[src/rtl/cpu_pkg.sv]
// Shared CPU-side definitions used by the interrupt priority encoder and the
// trap-cause logic.
//   IRQ_LINES    : default number of peripheral request lines
//   penc_state_t : grant FSM state (IDLE = nothing presented, PRESENT = held for ack)
package cpu_pkg;

  localparam int IRQ_LINES = 8;

  typedef enum logic {
    IDLE    = 1'b0,
    PRESENT = 1'b1
  } penc_state_t;

endpackage

[src/rtl/prio_select.sv]
// Combinational priority select: index of the highest (HI_FIRST=1) or lowest
// (HI_FIRST=0) set bit of a vector.
//   vec : candidate vector
//   idx : index of the winning bit (0 when no bit is set)
//   any : at least one bit of vec is set
module prio_select #(
  parameter int N_IN     = 8,
  parameter bit HI_FIRST = 1'b1,
  localparam int W       = $clog2(N_IN)
) (
  input  logic [N_IN-1:0] vec,
  output logic [W-1:0]    idx,
  output logic            any
);

  // The scan direction is chosen so that the last hit overwrites earlier
  // ones; the winner is whichever end of the vector has priority.
  always_comb begin
    // NOTE: every output gets a default before the loops so no path leaves it
    // unassigned and no latch is inferred.
    idx = '0;
    any = 1'b0;
    if (HI_FIRST) begin
      for (int i = 0; i < N_IN; i++) begin
        if (vec[i]) begin
          idx = W'(i);
          any = 1'b1;
        end
      end
    end else begin
      for (int i = N_IN - 1; i >= 0; i--) begin
        if (vec[i]) begin
          idx = W'(i);
          any = 1'b1;
        end
      end
    end
  end

endmodule

[src/rtl/prio_irq_encoder.sv]
// Registered interrupt priority encoder with per-line pending latches, masking
// and a valid/ack handshake toward the CPU control unit.
//   clk       : clock, all state updates on the rising edge
//   rst       : synchronous active-high reset
//   req       : peripheral request lines
//   mask      : 1 = line masked (still latched, never selected)
//   ack       : consumer accepts out_code (only meaningful while out_valid)
//   out_code  : index of the granted line, held until ack
//   out_valid : out_code is valid
//   pending   : current pending vector
//   overrun   : 1-cycle pulse, a new edge hit a line that was already pending
module prio_irq_encoder
  import cpu_pkg::*;
#(
  parameter int N_IN     = IRQ_LINES,
  parameter bit EDGE     = 1'b1,
  parameter bit HI_FIRST = 1'b1,
  localparam int W       = $clog2(N_IN)
) (
  input  logic            clk,
  input  logic            rst,
  input  logic [N_IN-1:0] req,
  input  logic [N_IN-1:0] mask,
  input  logic            ack,
  output logic [W-1:0]    out_code,
  output logic            out_valid,
  output logic [N_IN-1:0] pending,
  output logic            overrun
);

  penc_state_t     state_q;
  logic [N_IN-1:0] req_q;
  logic [N_IN-1:0] pending_q, pending_d;
  logic [W-1:0]    out_code_q;
  logic            out_valid_q;
  logic            overrun_q, overrun_d;

  logic [N_IN-1:0] edge_v;
  logic [N_IN-1:0] clr;
  logic [N_IN-1:0] elig;
  logic [W-1:0]    winner;
  logic            any_elig;

  assign edge_v = req & ~req_q;
  assign elig   = pending_q & ~mask;

  // Only an acknowledged grant clears its line; ack outside PRESENT is ignored.
  always_comb begin
    clr = '0;
    if (state_q == PRESENT && ack) clr[out_code_q] = 1'b1;
  end

  // Set wins over clear, so an edge arriving with the ack re-arms the line.
  always_comb begin
    if (EDGE) begin
      pending_d = edge_v | (pending_q & ~clr);
      overrun_d = |(edge_v & pending_q & ~clr);
    end else begin
      pending_d = req;
      overrun_d = 1'b0;
    end
  end

  prio_select #(
    .N_IN     (N_IN),
    .HI_FIRST (HI_FIRST)
  ) u_select (
    .vec (elig),
    .idx (winner),
    .any (any_elig)
  );

  // NOTE: state uses non-blocking assignments so every register samples the
  // pre-edge values and the evaluation order of the statements is irrelevant.
  always_ff @(posedge clk) begin
    // NOTE: all state here is a handful of flops, so every one is reset;
    // req_q at zero makes a line held through reset count as a fresh edge.
    if (rst) begin
      state_q     <= IDLE;
      req_q       <= '0;
      pending_q   <= '0;
      out_code_q  <= '0;
      out_valid_q <= 1'b0;
      overrun_q   <= 1'b0;
    end else begin
      req_q     <= req;
      pending_q <= pending_d;
      overrun_q <= overrun_d;
      unique case (state_q)
        IDLE: begin
          if (any_elig) begin
            out_code_q  <= winner;
            out_valid_q <= 1'b1;
            state_q     <= PRESENT;
          end
        end
        PRESENT: begin
          // Grant is frozen here; mask or request changes cannot retract it.
          if (ack) begin
            out_valid_q <= 1'b0;
            state_q     <= IDLE;
          end
        end
        default: state_q <= IDLE;
      endcase
    end
  end

  assign out_code  = out_code_q;
  assign out_valid = out_valid_q;
  assign pending   = pending_q;
  assign overrun   = overrun_q;

endmodule

[config.mk]
export PLATFORM = sky130hd
export DESIGN_NAME = prio_irq_encoder
export DESIGN_NICKNAME = d
export VERILOG_FILES = /design/src/rtl/cpu_pkg.sv /design/src/rtl/prio_select.sv /design/src/rtl/prio_irq_encoder.sv
export SDC_FILE = /design/constraint.sdc
export NUM_CORES = 1
export LEC_CHECK = 0
export CAP_MARGIN = 20
export CORE_MARGIN = 5
export CORE_UTILIZATION = 40
export CTS_CLUSTER_SIZE = 12
export DETAILED_ROUTE_END_ITERATION = 10
export PLACE_DENSITY = 0.76
export SLEW_MARGIN = 5
export SYNTH_ARGS = -nofsm -noshare
export SYNTH_HDL_FRONTEND = slang
export SYNTH_SLANG_ARGS = --single-unit
[constraint.sdc]
create_clock -name clk -period 2.8 [get_ports clk]
set_input_delay 0.28 -clock clk [delete_from_list [all_inputs] [get_ports clk]]
set_output_delay 0.28 -clock clk [all_outputs]
set_load 0.02 [all_outputs]
Word-level counts from Yosys, hierarchy flattened
Index checks and enable logic that the tools add are counted.

Reductions and logical operators: 5. Bitwise gates (word level): 10. Magnitude comparators: 2. $add $sub $neg: 0. Shifts and indexed selects: 0. Div/mod/pow operators: 0. Multiply operators: 0. Equal/unequal tests: 2. Multiplexer cells: 24.

Operators by type and width (count): 8-bit AND (5); 8-bit inverter (3); 1-bit 2-to-1 mux (14); 3-bit 2-to-1 mux (4); 8-bit 2-to-1 mux (1); 8-bit bitwise OR (1); 8-bit OR reduction (1); 3-bit by 4-bit < comparator with 1-bit output (second input constant) (1); 2-bit 2-to-1 mux (2); 2-bit != test (second input constant) (2); 1-bit case mux with 2 select lines (2); 2-bit AND reduction (2); 1-bit demux with 3-bit select (1); 3-bit by 1-bit greater-or-equal comparator with 1-bit output (second input constant) (1); 1-bit logical AND (2); 1-bit inverter (1).

Bits in writable memories: 0. Logic and storage cells: 49. Memories: 0. Output and inout port bits: 13. Input port bits: 19. Flip-flop bits (word level): 22. ROM bits: 0. Latch bits: 0.

Longest topological paths before layout
Gate-level depths: netlist of run 1.

Word-level depth: 12. Depth in mapped cells: 6.

Hierarchy
A second synthesis of run 1 with hierarchy kept.

Cells, all modules: 100. Area, all modules: 908.4 sq um.

Modules (own cells, without submodules): prio_irq_encoder (sequential area each 440.4 sq um, area each 850.8 sq um, instances 1, cells each 88); prio_select (sequential area each 0.0 sq um, area each 57.6 sq um, instances 1, cells each 12).

Worst setup path before layout of run 1
No wires, ideal clock.

Path kind: register to register. Start: reg out_code_q[2] (netlist: out_code[2]). End: reg overrun_q (netlist: overrun). Setup time: 120 ps. Slack: 1311 ps. Data arrival time: 1369 ps. Cell stages (with the launch flop): 5. Cell sequence: dfxtp_1 > inv_1 > o41ai_2 > o221ai_1 > o31a_1.

Word-level cells in the longest chain between the ends: 8.

Ends and longest elaborated chain: from (decl) (RTL line prio_irq_encoder.sv:34) `logic [W-1:0] out_code_q;`; from (signal assigned) (RTL line prio_irq_encoder.sv:92) `out_code_q <= winner;`; 3-bit by 4-bit < comparator with 1-bit output (not written as such) / 3-bit by 1-bit greater-or-equal comparator with 1-bit output (equally long branches) (RTL line prio_irq_encoder.sv:50) `if (state_q == PRESENT && ack) clr[out_code_q] = 1'b1;`; 1-bit logical AND (not written as such) (RTL line prio_irq_encoder.sv:50); 1-bit 2-to-1 mux (not written as such) (RTL line prio_irq_encoder.sv:50); 1-bit demux with 3-bit select * (RTL line prio_irq_encoder.sv:50); 8-bit 2-to-1 mux * (RTL line prio_irq_encoder.sv:50); 8-bit inverter * (RTL line prio_irq_encoder.sv:57) `overrun_d = |(edge_v & pending_q & ~clr);`; 8-bit AND * (RTL line prio_irq_encoder.sv:57); 8-bit OR reduction * (RTL line prio_irq_encoder.sv:57); to (signal assigned) (RTL line prio_irq_encoder.sv:88) `overrun_q <= overrun_d;`; to (decl) (RTL line prio_irq_encoder.sv:36) `logic overrun_q, overrun_d;`.

Mark *: on every way between the ends. The rest lies on a longest branch, timed or not. A chain may end at the register's enable or synchronous reset.

Final worst setup path of run 1
Start: reg out_code_q[0] (netlist: out_code[0]). End: out out_code[0].

RTL lines: to (decl) (RTL line prio_irq_encoder.sv:25) `output logic [W-1:0] out_code,`.

No word-level cell between the ends.

==> impl_metrics.tcl, run 1 <==
set metrics [dict create \
    insertion_delay_ns 0.32 \
    clk_pin_slew_worst_paths_ns 0.13 \
    setup_viol 0 \
    crit_buf_inv 1 \
    start_util_pct 41.9 \
    async_set_reset_flop_share_out_of_synthesis_pct 0 \
    maximum_number_of_pins_on_one_net_before_global_route_repair 21 \
    timing.critical_path.to_type "output pin" \
    startpoint_of_the_worst_register_to_register_path "pending[6]" \
    floorplan.die_area_um2 3380 \
    fp.coreArea_um2 2210 \
    yosys_register_bits 22 \
    relSlewSlack_pct 52.2 \
    run_status "finished clean" \
    cts_hold_buf 0 \
    maxClockFrequency_mhz 545 \
    hp-start "out_valid" \
    port_buffers 31 \
    unrepaired_setup_endpoints_after_global_routing "false" \
    worst_hold_path_type "reg -> reg" \
    cts_made_buffers 3 \
    postRouteAntennaNets 0 \
    die-width_um 58.1 \
    route.detailed.vias_per_inst 5.15 \
    synth_nets 119 \
    min_path_cells 1 \
    area.growth.synth_to_final_pct 41.6 \
    via_count 824 \
    dp_hpwl_um 1750 \
    ir_worst_vdd_v 0.000492 \
    number_of_distinct_library_cell_variants_in_the_gate_level_netlist_after_synthesis 28 \
    prevailing_post_synth_register_cell "dfxtp_1" \
    wire_per_inst_um 13.8 \
    layout_commonest_cell "clkdlybuf4s50_1" \
    cts_tree "done" \
    number_of_global_route_vias_before_repair 863 \
    worst_slew_pin_slew_ns 0.715 \
    internal_power_uw 578 \
    antenna_cells 0 \
    worst_r2r_endpoint "out_code[1]" \
    maxSlewViolCount 0 \
    antenna_found_initial 0 \
    post-route-drc-count 0 \
    initialDrtViolationCount 10 \
    power.share.sequential_pct 46.7 \
    max_stage_delay_ns 0.67 \
    core.rowCount 17 \
    netSwitchingFraction_pct 27.0 \
    crit_cells 1 \
    number_of_enable_flip_flop_cells_after_synthesis 0 \
    hold_end "out_valid" \
    floorplan.die.height_um 58.1 \
    crit_path_start_kind "register" \
    required_ns 2.52 \
    post_cts_buffers 0 \
    grt.total_usage_pct 14.4 \
    finalSetupTns_ns 0 \
    final.fill_count 205 \
    layout.nets 152 \
    overflow 0 \
    clk_path_buf_depth 2 \
    clock_power_share_pct 31.4 \
    timing.reg2reg.setup_slack_ns 1.21 \
    fin_worst_skew_ns 0.00553 \
    post_cts_repair_resize_count 0 \
    combinational_share_of_power_pct 21.9 \
    critical_path.slowest_cell "clkdlybuf4s50_1" \
    worst-path-max-fanout 9 \
    tritoncts_num_sinks 22 \
    worst_hold_slack_ns 0.482 \
    worst_ep_arrival_time_ns 1.55 \
    drt_first_pass_iters 4 \
    cts_htree_levels 1 \
    r2r.worst_path.cells 5 \
    power_switching_uw 214 \
    critical_path_cell_sequence "clkdlybuf4s50_1" \
    path_delay_family "buffers and inverters" \
    cts_root_buf "clkbuf_4" \
    drt_wl_total_um 2220 \
    synth_sequential_area_ratio_pct 47.5 \
    syn_area_per_cell_um2 9.27 \
    layout.cells.most_common_list "31 x clkdlybuf4s50_1, 22 x dfxtp_1, 13 x nor2b_1" \
    floorplan.io_pins 32 \
    synth_top_area_cell "dfxtp_1" \
    leakage_uw 0.000486 \
    netlist_instances 100 \
    critical_path_class "reg -> out" \
    gp_congestion 0.809 \
    final_critical_path_time_including_i_o_delays_and_setup_ns 1.83 \
    fin_crit_sh_pct 65.5 \
    netlist.area_leader.share_pct 47.5 \
    final-hold-violation-count 0 \
    grt_pass1_wl_um 3820 \
    synthesis.area_um2 927 \
    powerDensity_nw_per_um2 603 \
    share_of_cells_above_drive_strength_1_pct 6.06 \
    max_cap_violations 0 \
    synth_top_cells_by_area "dfxtp_1 48%, nor2b_1 8.8%, nand2b_1 8.1%, a21oi_1 5.4%, nand2_1 2.8%" \
    synth.yosys.warnings 0 \
]
flip-flops by register name, indices dropped and copies added (netlist names):
signal,cells
out_code,3
out_valid,1
overrun,1
pending,8
req_q,8
state_q,1
logic make-up (layout without fill, tap and decap cells):
logic type / after synthesis / count (layout) / share of synthesized area (%)
AND/OR/NAND/NOR: 43 / 43 / 27.0
AO/OA/AOI/OAI: 30 / 30 / 23.3
flip-flops: 22 / 22 / 47.5
buffers and inverters: 5 / 37 / 2.16
through the flow:
step                      util [%]  power, µW  setup slack, ns  instances  instance area, µm²
final                         59.3        792            0.965        160                1310
after global routing          59.3        833            0.894        160                1310
after CTS                     59.3        796            0.957        160                1310
after detailed placement      57.0        550            0.876        156                1260
after global placement        57.0        546            0.936        156                1260
after floorplan                  -        467             1.31        100                 927
layout make-up:
cell class,instances,area [µm²],share of cell area (%)
Multi-Input combinational cell,73,467,35.6
Clock inverter,1,30.0,2.29
Clock buffer,3,22.5,1.72
Sequential cell,22,440,33.6
Inverter,2,7.51,0.572
Timing Repair Buffer,31,310,23.6
Tap cell,28,35.0,2.67
routing by layer:
metal | share of wire, % | routed length (µm) | track usage [%]
met1 | 45 | 1000 | 18.2
met2 | 50 | 1110 | 23.2
met3 | 2.9 | 64 | 2.67
met4 | 1.9 | 41 | 7.62
met5 | 0 | 0 | 0
power groups by stage:
stage,combinational (µW),clock (µW),sequential [µW]
CTS,175,252,369
detailed placement,174,0,376
finish,173,249,369
floorplan,77.7,0,389
global placement,171,0,375
global route,188,270,375
synth_stat cells (all sizes together) (2+ instances only):
library cell / number
nand2b: 12
o22a: 2
o21a: 2
nand2: 7
a21oi: 10
dfxtp: 22
clkbuf: 2
nor2b: 13
inv: 2
o22ai: 2
nor2: 6
o21ai: 4
o31ai: 3
how the worst max path moves through the flow:
stage | start | endpoint | slack (ns)
2_1_floorplan | out_code[2] | overrun | 1.31
3_3_place_gp | ack | overrun | 0.94
3_5_place_dp | mask[7] | out_code[1] | 0.88
4_1_cts | out_code[0] | out_code[0] | 0.96
5_1_grt | out_code[0] | out_code[0] | 0.89
6_report | out_code[0] | out_code[0] | 0.97
(Power assumes the default switching activity.)
==> run 2: changes to the inputs <==
--- a/config.mk
+++ b/config.mk
@@ -7,10 +7,10 @@
 export LEC_CHECK = 0
 export CAP_MARGIN = 20
 export CORE_MARGIN = 5
-export CORE_UTILIZATION = 40
+export CORE_UTILIZATION = 39
 export CTS_CLUSTER_SIZE = 12
 export DETAILED_ROUTE_END_ITERATION = 10
-export PLACE_DENSITY = 0.76
+export PLACE_DENSITY = 0.77
 export SLEW_MARGIN = 5
 export SYNTH_ARGS = -nofsm -noshare
 export SYNTH_HDL_FRONTEND = slang
==> constraint.sdc (replaced) <==
create_clock -name clk -period 1.5 [get_ports clk]
set_input_delay 0.15 -clock clk [delete_from_list [all_inputs] [get_ports clk]]
set_output_delay 0.15 -clock clk [all_outputs]
set_load 0.02 [all_outputs]
==> impl_metrics.tcl, run 2 (same netlist as run 1, synthesis figures left out) <==
set metrics [dict create \
    run_status "finished clean" \
    cts_htree_levels 1 \
    netSwitchingFraction_pct 29.3 \
    grt_pass1_wl_um 4140 \
    max_stage_delay_ns 0.62 \
    route.detailed.vias_per_inst 5.19 \
    internal_power_uw 991 \
    cts_hold_buf 0 \
    fin_ws_ns 0.0530 \
    cts_root_buf "clkbuf_4" \
    drt_first_pass_iters 4 \
    via_count 909 \
    cts_made_buffers 3 \
    unrepaired_setup_endpoints_after_global_routing "false" \
    powerDensity_nw_per_um2 973 \
    top_signal_layer_used "met4" \
    floorplan.die.height_um 58.8 \
    cts_tree "done" \
    relSlewSlack_pct 74.0 \
    met2RoutedLength_um 1390 \
    critical_path_class "reg -> out" \
    worst_ep_arrival_time_ns 1.30 \
    ir_worst_vdd_v 0.000748 \
    tritoncts_num_sinks 22 \
    crit_buf_inv 1 \
    worst_hold_path_type "in -> reg" \
    required_ns 1.35 \
    post-route-drc-count 0 \
    grt.total_usage_pct 15.6 \
    postRouteAntennaNets 0 \
    power_switching_uw 411 \
    antenna_cells 0 \
    core.rowCount 17 \
    maxSlewViolCount 0 \
    power.share.sequential_pct 48.8 \
    die-width_um 58.8 \
    critical_path_cell_sequence "clkdlybuf4s50_1" \
    layout_commonest_cell "clkdlybuf4s50_1" \
    placed_cell_area_um2 1370 \
    gp_congestion 0.864 \
    fin_crit_sh_pct 96.5 \
    number_of_global_route_vias_before_repair 943 \
    final.fill_count 211 \
    setup_viol 0 \
    critical_path.slowest_cell "clkdlybuf4s50_1" \
    leakage_uw 0.000614 \
    worst_hold_slack_ns 0.410 \
    maxClockFrequency_mhz 691 \
    initialDrtViolationCount 8 \
    overflow 0 \
    layout.nets 167 \
    max_cap_violations 0 \
    port_buffers 31 \
    share_of_cells_above_drive_strength_1_pct 18.4 \
    floorplan.die_area_um2 3450 \
    drt_wl_total_um 2560 \
    p_total_uw 1400 \
    wire_per_inst_um 14.6 \
    dp_hpwl_um 2040 \
    post_cts_repair_resize_count 6 \
    area.growth.synth_to_final_pct 55.5 \
    clock_power_share_pct 23.5 \
    met3_wirelength_um 121 \
    combinational_share_of_power_pct 27.6 \
    start_util_pct 41.5 \
    final-hold-violation-count 0 \
    layout.cells.most_common_list "23 x clkdlybuf4s50_1, 19 x dfxtp_1, 15 x buf_4" \
    fin_worst_skew_ns 0.0139 \
    path_delay_family "buffers and inverters" \
    clk_path_buf_depth 2 \
    detail_route.wirelength.met1_um 975 \
    final_critical_path_time_including_i_o_delays_and_setup_ns 1.45 \
    insertion_delay_ns 0.31 \
    floorplan.io_pins 32 \
    worst_slew_pin_slew_ns 0.389 \
    preCtsSetupSlack_ns -0.224 \
    antenna_found_initial 0 \
    maximum_number_of_pins_on_one_net_before_global_route_repair 13 \
    timing.critical_path.to_type "output pin" \
    worst-path-max-fanout 3 \
    clk_pin_slew_worst_paths_ns 0.13 \
    finish.instance_area_um2 1440 \
    crit_path_start_kind "register" \
    fp.coreArea_um2 2230 \
    post_cts_buffers 0 \
]
## run 2: final timing paths
path              start          end  slack (ns)  cells after the start
max          pending[1]   pending[1]        0.05                      1
min              req[7]     req_q[7]        0.41                      2
max reg2reg  pending[4]  out_code[1]        0.08                      5
min reg2reg   out_valid    out_valid        0.49                      1
## run 2: power by group through the flow
| stage | Sequential [µW] | Combinational (µW) | Clock, µW |
|---|---|---|---|
| 2_1_floorplan | 726 | 145 | 0 |
| 3_3_place_gp | 692 | 372 | 0 |
| 3_5_place_dp | 694 | 383 | 0 |
| 4_1_cts | 682 | 374 | 333 |
| 5_1_grt | 695 | 417 | 354 |
| 6_report | 685 | 387 | 330 |
## run 2: cell type report
type | count | area, µm² | share of cell area, %
well taps | 28 | 35.0 | 2.43
flip-flops and latches | 22 | 444 | 30.8
repair buffers | 46 | 424 | 29.4
multi-input cells | 73 | 494 | 34.3
inverters | 2 | 7.51 | 0.521
clock buffers | 4 | 36.3 | 2.52
## run 2: layer usage
metal / vias up / track usage (%)
li1: 448 / -
met1: 430 / 17.3
met2: 22 / 28.5
met3: 9 / 3.51
met4: 0 / 5.83
met5: - / 0
## run 2: stage by stage
stage,std cells,utilization (%),TNS (ns)
6_report,175,64.5,0
5_1_grt,175,64.5,0
4_1_cts,175,62.9,0
3_5_place_dp,171,61.5,-1.01
3_3_place_gp,171,61.5,-0.649
2_1_floorplan,100,-,0
==> run 3: changes to the inputs <==
--- a/config.mk
+++ b/config.mk
@@ -6,11 +6,13 @@
 export NUM_CORES = 1
 export LEC_CHECK = 0
 export CAP_MARGIN = 20
-export CORE_MARGIN = 5
-export CORE_UTILIZATION = 39
+export CELL_PAD_IN_SITES_DETAIL_PLACEMENT = 0
+export CELL_PAD_IN_SITES_GLOBAL_PLACEMENT = 1
+export CORE_MARGIN = 4
+export CORE_UTILIZATION = 29
 export CTS_CLUSTER_SIZE = 12
 export DETAILED_ROUTE_END_ITERATION = 10
-export PLACE_DENSITY = 0.77
+export PLACE_DENSITY = 0.78
 export SLEW_MARGIN = 5
 export SYNTH_ARGS = -nofsm -noshare
 export SYNTH_HDL_FRONTEND = slang
==> impl_metrics.tcl, run 3 (same netlist as run 1, synthesis figures left out) <==
set metrics [dict create \
    unrepaired_setup_endpoints_after_global_routing "true" \
    maxClockFrequency_mhz 685 \
    max_stage_delay_ns 0.62 \
    drt_wl_total_um 2430 \
    grt_pass1_wl_um 4120 \
    post-route-drc-count 0 \
    cts_htree_levels 1 \
    relSlewSlack_pct 77.4 \
    floorplan.die.height_um 64.5 \
    powerDensity_nw_per_um2 953 \
    final-hold-violation-count 0 \
    fin_worst_skew_ns 0.00962 \
    p_total_uw 1390 \
    floorplan.die_area_um2 4170 \
    antenna_found_initial 0 \
    finalSetupTns_ns 0 \
    maxSlewViolCount 0 \
    overflow 0 \
    worst_hold_path_type "in -> reg" \
    setup_viol 0 \
    cts_root_buf "clkbuf_4" \
    critical_path_cell_sequence "clkdlybuf4s50_1" \
    hp-start "req[6]" \
    floorplan.io_pins 32 \
    start_util_pct 30.4 \
    die-width_um 64.5 \
    port_buffers 31 \
    run_status "finished clean" \
    max_cap_violations 0 \
    crit_path_start_kind "register" \
    cts_made_buffers 3 \
    startpoint_of_the_worst_register_to_register_path "out_code[2]" \
    clk_pin_slew_worst_paths_ns 0.12 \
    maximum_number_of_pins_on_one_net_before_global_route_repair 13 \
    leakage_uw 0.000636 \
    timing.critical_path.to_type "output pin" \
    fin_crit_sh_pct 97.3 \
    insertion_delay_ns 0.31 \
    fp.coreArea_um2 3050 \
    layout.cells.most_common_list "21 x clkdlybuf4s50_1, 18 x dfxtp_1, 14 x buf_4" \
    wire_per_inst_um 12.8 \
    gp_congestion 0.817 \
    number_of_global_route_vias_before_repair 925 \
    route.detailed.vias_per_inst 4.60 \
    finish.instance_area_um2 1450 \
    final_critical_path_time_including_i_o_delays_and_setup_ns 1.46 \
    required_ns 1.35 \
    critical_path.slowest_cell "clkdlybuf4s50_1" \
    via_count 874 \
    crit_buf_inv 1 \
    area.growth.synth_to_final_pct 56.8 \
    initialDrtViolationCount 27 \
    final.fill_count 321 \
    drt_first_pass_iters 4 \
    cts_tree "done" \
    ir_worst_vdd_v 0.000383 \
    path_delay_family "buffers and inverters" \
    placed_cell_area_um2 1390 \
    tritoncts_num_sinks 22 \
    grt.total_usage_pct 12.6 \
    critical_path_class "reg -> out" \
    layout_commonest_cell "clkdlybuf4s50_1" \
    r2r.worst_path.cells 4 \
    clk_path_buf_depth 2 \
    worst-path-max-fanout 3 \
    dp_hpwl_um 1930 \
    timing.reg2reg.setup_slack_ns 0.04 \
    layout.nets 166 \
    antenna_cells 0 \
    postRouteAntennaNets 0 \
    worst_slew_pin_slew_ns 0.335 \
    hold_end "req_q[6]" \
    worst_r2r_endpoint "overrun" \
    min_path_cells 2 \
    share_of_cells_above_drive_strength_1_pct 19.9 \
    core.rowCount 20 \
    worst_ep_arrival_time_ns 1.31 \
    worst_hold_slack_ns 0.410 \
]
## run 3: area by class of cell
type	count	area, µm²	share of cell area, %
Tap cell	44	55.1	3.79
Multi-Input combinational cell	73	488	33.6
Timing Repair Buffer	45	422	29.0
Inverter	2	7.51	0.516
Sequential cell	22	445	30.6
Clock buffer	4	36.3	2.50
## run 3: how the worst max path moves through the flow
stage,start,to,slack [ns],depth (start not counted)
global placement,mask[7],out_code[0],-0.18,6
finish,pending[0],pending[0],0.04,1
floorplan,out_code[2],overrun,0.01,4
global route,pending[7],out_code[0],-0.004,5
detailed placement,mask[7],out_code[0],-0.24,6
CTS,pending[2],pending[2],0.003,1
## run 3: what timing repair did
action	4_1_cts	5_1_grt
hold buffers	0	0
endpoints found under the hold margin	0	0
gates resized for setup	8	12
pin swaps	0	1
setup endpoints to repair	6	8
buffers inserted	0	0
## run 3: per-layer routing
metal  vias up  routed length (µm)  share of wire [%]  global-route usage, %
met2        28                1130                 46                   21.9
met3         2                 134                5.5                   2.60
met5         -                   0                  0                      0
li1        443                   -                  -                      -
met4         0                  17               0.70                   5.54
met1       401                1150                 47                   15.0
## run 3: power breakdown
| part | switching (µW) | internal [µW] |
|---|---|---|
| registers | 47.6 | 638 |
| logic | 173 | 202 |
| clock network | 177 | 148 |
## run 3: metrics by stage
step | utilization (%) | std cells | setup WS [ns]
2_1_floorplan | - | 100 | 0.0109
3_3_place_gp | 45.4 | 186 | -0.183
3_5_place_dp | 45.4 | 186 | -0.238
4_1_cts | 46.8 | 190 | 0.00333
5_1_grt | 47.6 | 190 | -0.00359
6_report | 47.6 | 190 | 0.0398
